## config.mk

```make
export PLATFORM = sky130hd
export DESIGN_NAME = reset_sequencer
export DESIGN_NICKNAME = d
export VERILOG_FILES = /design/src/rtl/reset_sequencer.sv
export SDC_FILE = /design/constraint.sdc
export NUM_CORES = 1
export LEC_CHECK = 0
export BUFFER_PORTS_ARGS = -buffer_cell sky130_fd_sc_hd__buf_4
export CORE_MARGIN = 5
export CORE_UTILIZATION = 44
export DETAILED_ROUTE_END_ITERATION = 8
export HOLD_SLACK_MARGIN = 0.08
export PLACE_DENSITY = 0.66
export SLEW_MARGIN = 20
export SYNTH_ARGS = -nofsm -noshare
export SYNTH_HDL_FRONTEND = slang
export SYNTH_SLANG_ARGS = --single-unit
```

## constraint.sdc

```tcl
create_clock -name clk -period 5.44 [get_ports clk]
set_input_delay 0.816 -clock clk [delete_from_list [all_inputs] [get_ports clk]]
set_output_delay 0.816 -clock clk [all_outputs]
set_load 0.03 [all_outputs]
```

## src/rtl/reset_sequencer.sv

```systemverilog
// rtl/reset_sequencer.sv - staged per-domain reset release with soft and debounced button requests
module reset_sequencer #(
  parameter int NUM_STAGES      = 3,
  parameter int MIN_PULSE       = 8,
  parameter int STAGE_GAP       = 4,
  parameter int DEBOUNCE_CYCLES = 4
) (
  input  logic                  clk,
  input  logic                  reset,
  input  logic                  button_n,
  input  logic                  soft_req,
  output logic [NUM_STAGES-1:0] reset_out,
  output logic                  ready
);

  localparam int                    IDX_W      = (NUM_STAGES > 1) ? $clog2(NUM_STAGES) : 1;
  localparam logic [15:0]           PULSE_LAST = 16'(MIN_PULSE - 1);
  localparam logic [15:0]           GAP_LAST   = 16'(STAGE_GAP - 1);
  localparam logic [15:0]           DB_LAST    = 16'(DEBOUNCE_CYCLES - 1);
  localparam logic [15:0]           DB_FULL    = 16'(DEBOUNCE_CYCLES);
  localparam logic [IDX_W-1:0]      IDX_LAST   = IDX_W'(NUM_STAGES - 1);
  localparam logic [IDX_W-1:0]      IDX_FIRST  = IDX_W'(1);
  localparam logic [NUM_STAGES-1:0] ALL_ON     = {NUM_STAGES{1'b1}};
  localparam logic [NUM_STAGES-1:0] STAGE_ONE  = NUM_STAGES'(1);

  typedef enum logic [1:0] {
    S_HOLD    = 2'd0,
    S_RELEASE = 2'd1,
    S_RUN     = 2'd2
  } state_t;

  // Button synchronizer and debouncer
  logic        r_btn_meta;
  logic        r_btn_sync;
  logic [15:0] r_low_cnt;
  logic [15:0] r_high_cnt;
  logic        r_pressed;
  logic        r_press;

  // Sequencer state
  state_t                  r_state;
  logic [15:0]             r_cnt;
  logic [IDX_W-1:0]        r_idx;
  logic [NUM_STAGES-1:0]   r_reset_out;
  logic                    r_ready;

  state_t                  w_state_nxt;
  logic [15:0]             w_cnt_nxt;
  logic [IDX_W-1:0]        w_idx_nxt;
  logic [NUM_STAGES-1:0]   w_reset_out_nxt;
  logic                    w_ready_nxt;
  logic                    w_request;

  // Two-flop synchronizer; idles high so leaving reset never looks like a press
  always_ff @(posedge clk or posedge reset) begin
    if (reset) begin
      r_btn_meta <= 1'b1;
      r_btn_sync <= 1'b1;
    end else begin
      r_btn_meta <= button_n;
      r_btn_sync <= r_btn_meta;
    end
  end

  // Debounce: one press pulse per held low run, re-armed only by a debounced release
  always_ff @(posedge clk or posedge reset) begin
    if (reset) begin
      r_low_cnt  <= '0;
      r_high_cnt <= '0;
      r_pressed  <= 1'b0;
      r_press    <= 1'b0;
    end else begin
      r_press <= 1'b0;
      if (!r_btn_sync) begin
        r_high_cnt <= '0;
        if (r_low_cnt != DB_FULL) begin
          r_low_cnt <= r_low_cnt + 16'd1;
        end
        if (r_low_cnt == DB_LAST && !r_pressed) begin
          r_press   <= 1'b1;
          r_pressed <= 1'b1;
        end
      end else begin
        r_low_cnt <= '0;
        if (r_high_cnt != DB_FULL) begin
          r_high_cnt <= r_high_cnt + 16'd1;
        end
        if (r_high_cnt == DB_LAST) begin
          r_pressed <= 1'b0;
        end
      end
    end
  end

  // A soft request and a press landing on the same edge collapse into one restart
  assign w_request = soft_req | r_press;

  // Sequencer registers: state, counters and the registered outputs
  always_ff @(posedge clk or posedge reset) begin
    if (reset) begin
      r_state     <= S_HOLD;
      r_cnt       <= '0;
      r_idx       <= '0;
      r_reset_out <= ALL_ON;
      r_ready     <= 1'b0;
    end else begin
      r_state     <= w_state_nxt;
      r_cnt       <= w_cnt_nxt;
      r_idx       <= w_idx_nxt;
      r_reset_out <= w_reset_out_nxt;
      r_ready     <= w_ready_nxt;
    end
  end

  // Next-state: hold all stages, then drop them one per gap in ascending order
  always_comb begin
    w_state_nxt     = r_state;
    w_cnt_nxt       = r_cnt;
    w_idx_nxt       = r_idx;
    w_reset_out_nxt = r_reset_out;
    w_ready_nxt     = r_ready;
    if (w_request) begin
      w_state_nxt     = S_HOLD;
      w_cnt_nxt       = '0;
      w_idx_nxt       = '0;
      w_reset_out_nxt = ALL_ON;
      w_ready_nxt     = 1'b0;
    end else begin
      unique case (r_state)
        S_HOLD: begin
          if (r_cnt == PULSE_LAST) begin
            w_reset_out_nxt[0] = 1'b0;
            w_cnt_nxt          = '0;
            if (NUM_STAGES == 1) begin
              w_state_nxt = S_RUN;
              w_ready_nxt = 1'b1;
            end else begin
              w_idx_nxt   = IDX_FIRST;
              w_state_nxt = S_RELEASE;
            end
          end else begin
            w_cnt_nxt = r_cnt + 16'd1;
          end
        end
        S_RELEASE: begin
          if (r_cnt == GAP_LAST) begin
            w_reset_out_nxt = r_reset_out & ~(STAGE_ONE << r_idx);
            w_cnt_nxt       = '0;
            if (r_idx == IDX_LAST) begin
              w_state_nxt = S_RUN;
              w_ready_nxt = 1'b1;
            end else begin
              w_idx_nxt = r_idx + IDX_W'(1);
            end
          end else begin
            w_cnt_nxt = r_cnt + 16'd1;
          end
        end
        S_RUN: begin
          w_reset_out_nxt = '0;
          w_ready_nxt     = 1'b1;
        end
        default: begin
          w_state_nxt = S_HOLD;
        end
      endcase
    end
  end

  assign reset_out = r_reset_out;
  assign ready     = r_ready;

endmodule

```

; ---- Yosys cells after proc, flatten, opt, wreduce, memory -nomap -nowiden
; Cells that the tools add are included.
[totals]
wordCells = 81
ram_bits = 0
reg_bits = 60
out_inout_bits = 4
in_bits = 4
memories = 0
mem_bits_ro = 0
latchBits = 0
[classes]
n_eq_ne = 16
n_bitwise = 3
div = 0
n_shift = 1
magnitude_cmp = 0
mul = 0
mux = 31
n_reduce_logical = 14
add_sub_neg = 4
[ops]
columns = cell, count
row1 = two-way mux 16 bit, 7
row2 = adder 16 x 1 -> 16 bit (second input constant), 3
row3 = == test 16 x 2 -> 1 bit (second input constant), 3
row4 = != test 16 x 3 -> 1 bit (second input constant), 2
row5 = case mux 16 bit (2 select lines), 1
row6 = == test 16 x 3 -> 1 bit (second input constant), 1
row7 = two-way mux 2 bit, 7
row8 = != test 3 bit (second input constant), 4
row9 = two-way mux 1 bit, 9
row10 = case mux 2 bit (2 select lines), 2
row11 = AND reduction 4 bit, 2
row12 = two-way mux 3 bit, 2
row13 = case mux 2 bit (3 select lines), 1
row14 = AND reduction 3 bit, 2
row15 = nonzero test 3 bit, 2
row16 = == test 2 bit (second input constant), 2
row17 = != test 2 x 1 -> 1 bit (second input constant), 2
row18 = AND reduction 2 bit, 2
row19 = nonzero test 2 bit, 2
row20 = nonzero test 4 bit, 1
row21 = bitwise AND 3 bit, 1
row22 = inverter 3 bit, 1
row23 = case mux 1 bit (3 select lines), 1
row24 = left shift 1 x 2 -> 3 bit (first input constant), 1
row25 = 8 further kinds, 8

; ---- Longest topological paths before layout
[logic_depth]
depth_word = 6
depth_mapped = 9
depth_no_buf = 7

; ---- Worst setup path after synthesis
; OpenSTA, ideal clock, no wires.
[synth_path]
kind = input to register
from = in soft_req
to = reg r_cnt[7]
path_buffers = 1
slack_ns = 3.627
arrival_time_ns = 1.692
t_required_ns = 5.319
path_stages = 6
setup_ns = 0.121
path_cell_list = nor4_1 -> buf_2 -> nor3_2 -> nand3_1 -> xor2_1 -> nor2_1
[synth_via]
elab_chain_cells = 2
[synth_rtl]
columns = element, line_no
row1 = "start, declared", 11  ; input logic soft_req,
row2 = bitwise OR 1 bit *, 96  ; assign w_request = soft_req | r_press;
row3 = nonzero test 3 bit (no source line) / two-way mux 16 bit (equally long branches), -
row4 = "end signal, assigned", 108  ; r_cnt <= w_cnt_nxt;
row5 = "end, declared", 42  ; logic [15:0] r_cnt;
; Every way passes the cells marked *; elsewhere a longest branch is shown, timed or not.
; A chain may end at the register's enable or synchronous reset.

; ---- Worst setup path in the final report
[layout_path]
from = reg r_state[1]
to = reg r_cnt[13]
[layout_via]
elab_chain_cells = 3
[layout_rtl]
columns = element, line_no
row1 = "start, declared", 41  ; state_t r_state;
row2 = "start signal, assigned", 107  ; r_state <= w_state_nxt;
row3 = == test 2 x 1 -> 1 bit / logical NOT 2 bit (equally long branches), 129  ; unique case (r_state)
row4 = case mux 16 bit (2 select lines), 129
row5 = two-way mux 16 bit, 122  ; if (w_request) begin
; Parallel ways exist; a longest one is shown, timed or not.

==> flow_metrics.py <==
metrics = {
    "timing": {
        "period_minus_slack_ns": 2.14,
        "timing.hold.ws_ns": 0.362,
        "tightest_slew_ns": 0.974,
        "tns_ns": 0,
        "hold_viol": 0,
        "fin_skew_ns": 0.0115,
        "finalSetupViolCount": 0,
        "timing.slew.headroom_pct": 34.8,
        "fmax_mhz": 468,
        "slew_viol_final": 0,
        "min_period_over_period_pct": 39.3,
        "rsz0062_at_grt": "false",
    },
    "worst_setup_path": {
        "cpPeakStageDelay_ns": 0.55,
        "crit_type": "reg2reg",
        "critical_path.cell_chain": "inv_1 > ha_1 > xor2_1 > nand2_1 > o21a_1 > nor2_1 > nor2_1",
        "crit_top_cell": "nor2_1",
        "arrival_ns": 2.33,
        "path_buf_inv": 1,
        "worstPathMaxFanout": 11,
        "required_ns": 5.64,
        "crit_slowest_cell": "nor2_1",
        "critPathTopFamily": "simple AND/OR/NAND/NOR gates",
        "crit_path_end_kind": "register",
        "critPathLaunchType": "register",
    },
    "detailed_routing": {
        "num_vias": 2268,
        "via_per_inst": 5.12,
        "drt-initial-drc-count": 80,
        "routed_wl_um": 5610,
        "route.detailed.drc": 0,
        "route.detailed.wl_per_inst_um": 12.7,
        "drtPass1Iterations": 4,
        "final_antenna_net_count": 0,
    },
    "clocking": {
        "cts_tree": "built",
        "cts_buffers": 9,
        "clockRootBuffer": "clkbuf_8",
        "clockBufferDepth": 2,
        "cts_setup_buffers": 0,
        "ctsResizeCount": 0,
        "cts_sinks": 60,
        "holdBufCountCts": 0,
        "htreeDepth": 3,
        "clk_pin_slew_ns": 0.07,
        "insertion_delay_ns": 0.34,
    },
    "global_routing": {
        "grt_pass1_vias": 2312,
        "grt_overflow": 0,
        "track_usage_pct": 14.5,
        "grt_max_degree": 61,
        "antenna_found_initial": 0,
        "grt_pass1_wl_um": 10400,
    },
    "pwr": {
        "p_seq_share_pct": 48.2,
        "power_density_mw_per_mm2": 291,
        "power_switching_uw": 291,
        "peakVddDrop_mv": 0.172,
        "swShare_pct": 28.2,
        "p_leak_uw": 0.00154,
        "pwr-share-comb_pct": 13.7,
        "clockPowerShare_pct": 38.1,
        "intPower_uw": 740,
    },
    "die": {
        "dieHeight_um": 95.4,
        "die_area_mm2": 0.00910,
        "coreArea_mm2": 0.00718,
        "die_x_um": 95.4,
        "io_pins": 8,
        "initial_utilization_pct": 44.7,
        "num_rows": 31,
    },
    "cells_and_area": {
        "area_growth_syn_to_layout_pct": 10.6,
        "final_cell_mix": "dfrtp_1, nor2_1, nand2_1",
        "fillers": 669,
        "drive_gt1_share_pct": 11.6,
        "antennaDiodeCount": 0,
        "final_common_cell": "dfrtp_1",
        "final_cells": 443,
        "design_area_mm2": 0.00355,
        "final_nets": 355,
        "final_util_pct": 49.4,
    },
    "place": {
        "io_buffers": 7,
        "postPlaceCellArea_mm2": 0.00335,
        "routabilityCongestion": 0.817,
        "post-place-cells": 427,
        "dp_hpwl_um": 3810,
    },
    "synthesis": {
        "synth_nets": 344,
        "synth_area_mm2": 0.00321,
        "ys.flop_type": "dfrtp_1",
        "synthesis.instances": 328,
        "synth_edf_count": 0,
        "netlist-cell-type-count": 41,
        "postSynthAreaPerCell_um2": 9.78,
        "yosysWarnings": 0,
        "ys_ff_latch": 60,
        "yosysSeqAreaShare_pct": 47.0,
        "ys_async_sr_fraction_pct": 100,
    },
    "run_status": {
        "status": "finished, final reports clean",
    },
    "flow_run": {
        "cap_violations": 0,
    },
    "min_path": {
        "hold_class": "reg2reg",
    },
}
==> sequential cells by signal (all words and copies together), names as in the netlist <==
| name | count |
|---|---|
| r_pressed | 1 |
| r_btn_sync | 1 |
| r_state | 2 |
| r_press | 1 |
| r_high_cnt | 16 |
| r_cnt | 16 |
| reset_out | 3 |
| r_btn_meta | 1 |
| ready | 1 |
| r_low_cnt | 16 |
| r_idx | 2 |
==> synth_stat cells (5+ instances only) <==
cell type  instances  area, um2
dfrtp_1           55       1380
nor2_1            36        135
nand2_1           32        120
xor2_1            18        158
xnor2_1           17        149
o21ai_0           16       80.1
and2_1            15       93.8
inv_1             15       56.3
nand4_1           13       81.3
ha_1              12        150
nand3_1           11       55.1
a21oi_1            9       45.0
and3_1             9       56.3
nor3_1             7       35.0
nor4_1             7       43.8
clkbuf_1           5       18.8
dfstp_2            5        131
nand2b_1           5       31.3
==> worst paths after layout <==
kind,from,endpoint,slack (ns),depth (start not counted)
max,r_state[1],r_cnt[13],3.30,7
max in group asynchronous,reset,r_high_cnt[15],4.28,3
min in group asynchronous,reset,r_high_cnt[1],0.68,3
min reg2reg,r_btn_meta,r_btn_sync,0.36,0
max reg2reg,r_state[1],r_cnt[13],3.30,7
min,r_btn_meta,r_btn_sync,0.36,0
==> metrics by stage <==
stage	power (uW)	worst slack [ns]
floorplan	613	3.15
global placement	643	3.03
detailed placement	648	2.98
CTS	1050	3.29
global route	1090	3.07
finish	1030	3.30
==> cells by family (layout without fill, tap and decap cells) <==
| family | count (synthesis) | in the layout | share of synthesized area [%] |
|---|---|---|---|
| and+or+nand+nor | 152 | 152 | 25.5 |
| DFF | 60 | 60 | 47.0 |
| AOI/OAI and AO/OA | 41 | 41 | 8.86 |
| xor gates and xnor gates | 35 | 35 | 9.56 |
| buffers and inverters | 24 | 40 | 3.16 |
| adders and majority gates | 12 | 12 | 4.68 |
| muxes | 4 | 4 | 1.25 |
==> layout make-up <==
type	instances	area [um2]	share of cell area, %
clock inverters	6	65.1	1.83
multi-input cells	244	1600	45.1
clock buffers	10	128	3.60
well taps	99	124	3.49
inverters	15	56.3	1.59
flip-flops and latches	60	1510	42.5
repair buffers	9	67.6	1.91
==> layer usage <==
layer | GRT usage, % | wire, um
met1 | 17.7 | 2630
met2 | 24.3 | 2730
met3 | 4.10 | 179
met4 | 5.33 | 72
met5 | 0 | 0
==> power groups by stage <==
stage / Clock (uW) / Sequential [uW] / Combinational (uW)
after global routing: 427 / 502 / 164
after CTS: 410 / 497 / 143
final: 393 / 497 / 141
after global placement: 0 / 504 / 139
after floorplan: 0 / 502 / 111
after detailed placement: 0 / 505 / 142
Power figures use the tool's default switching activity.
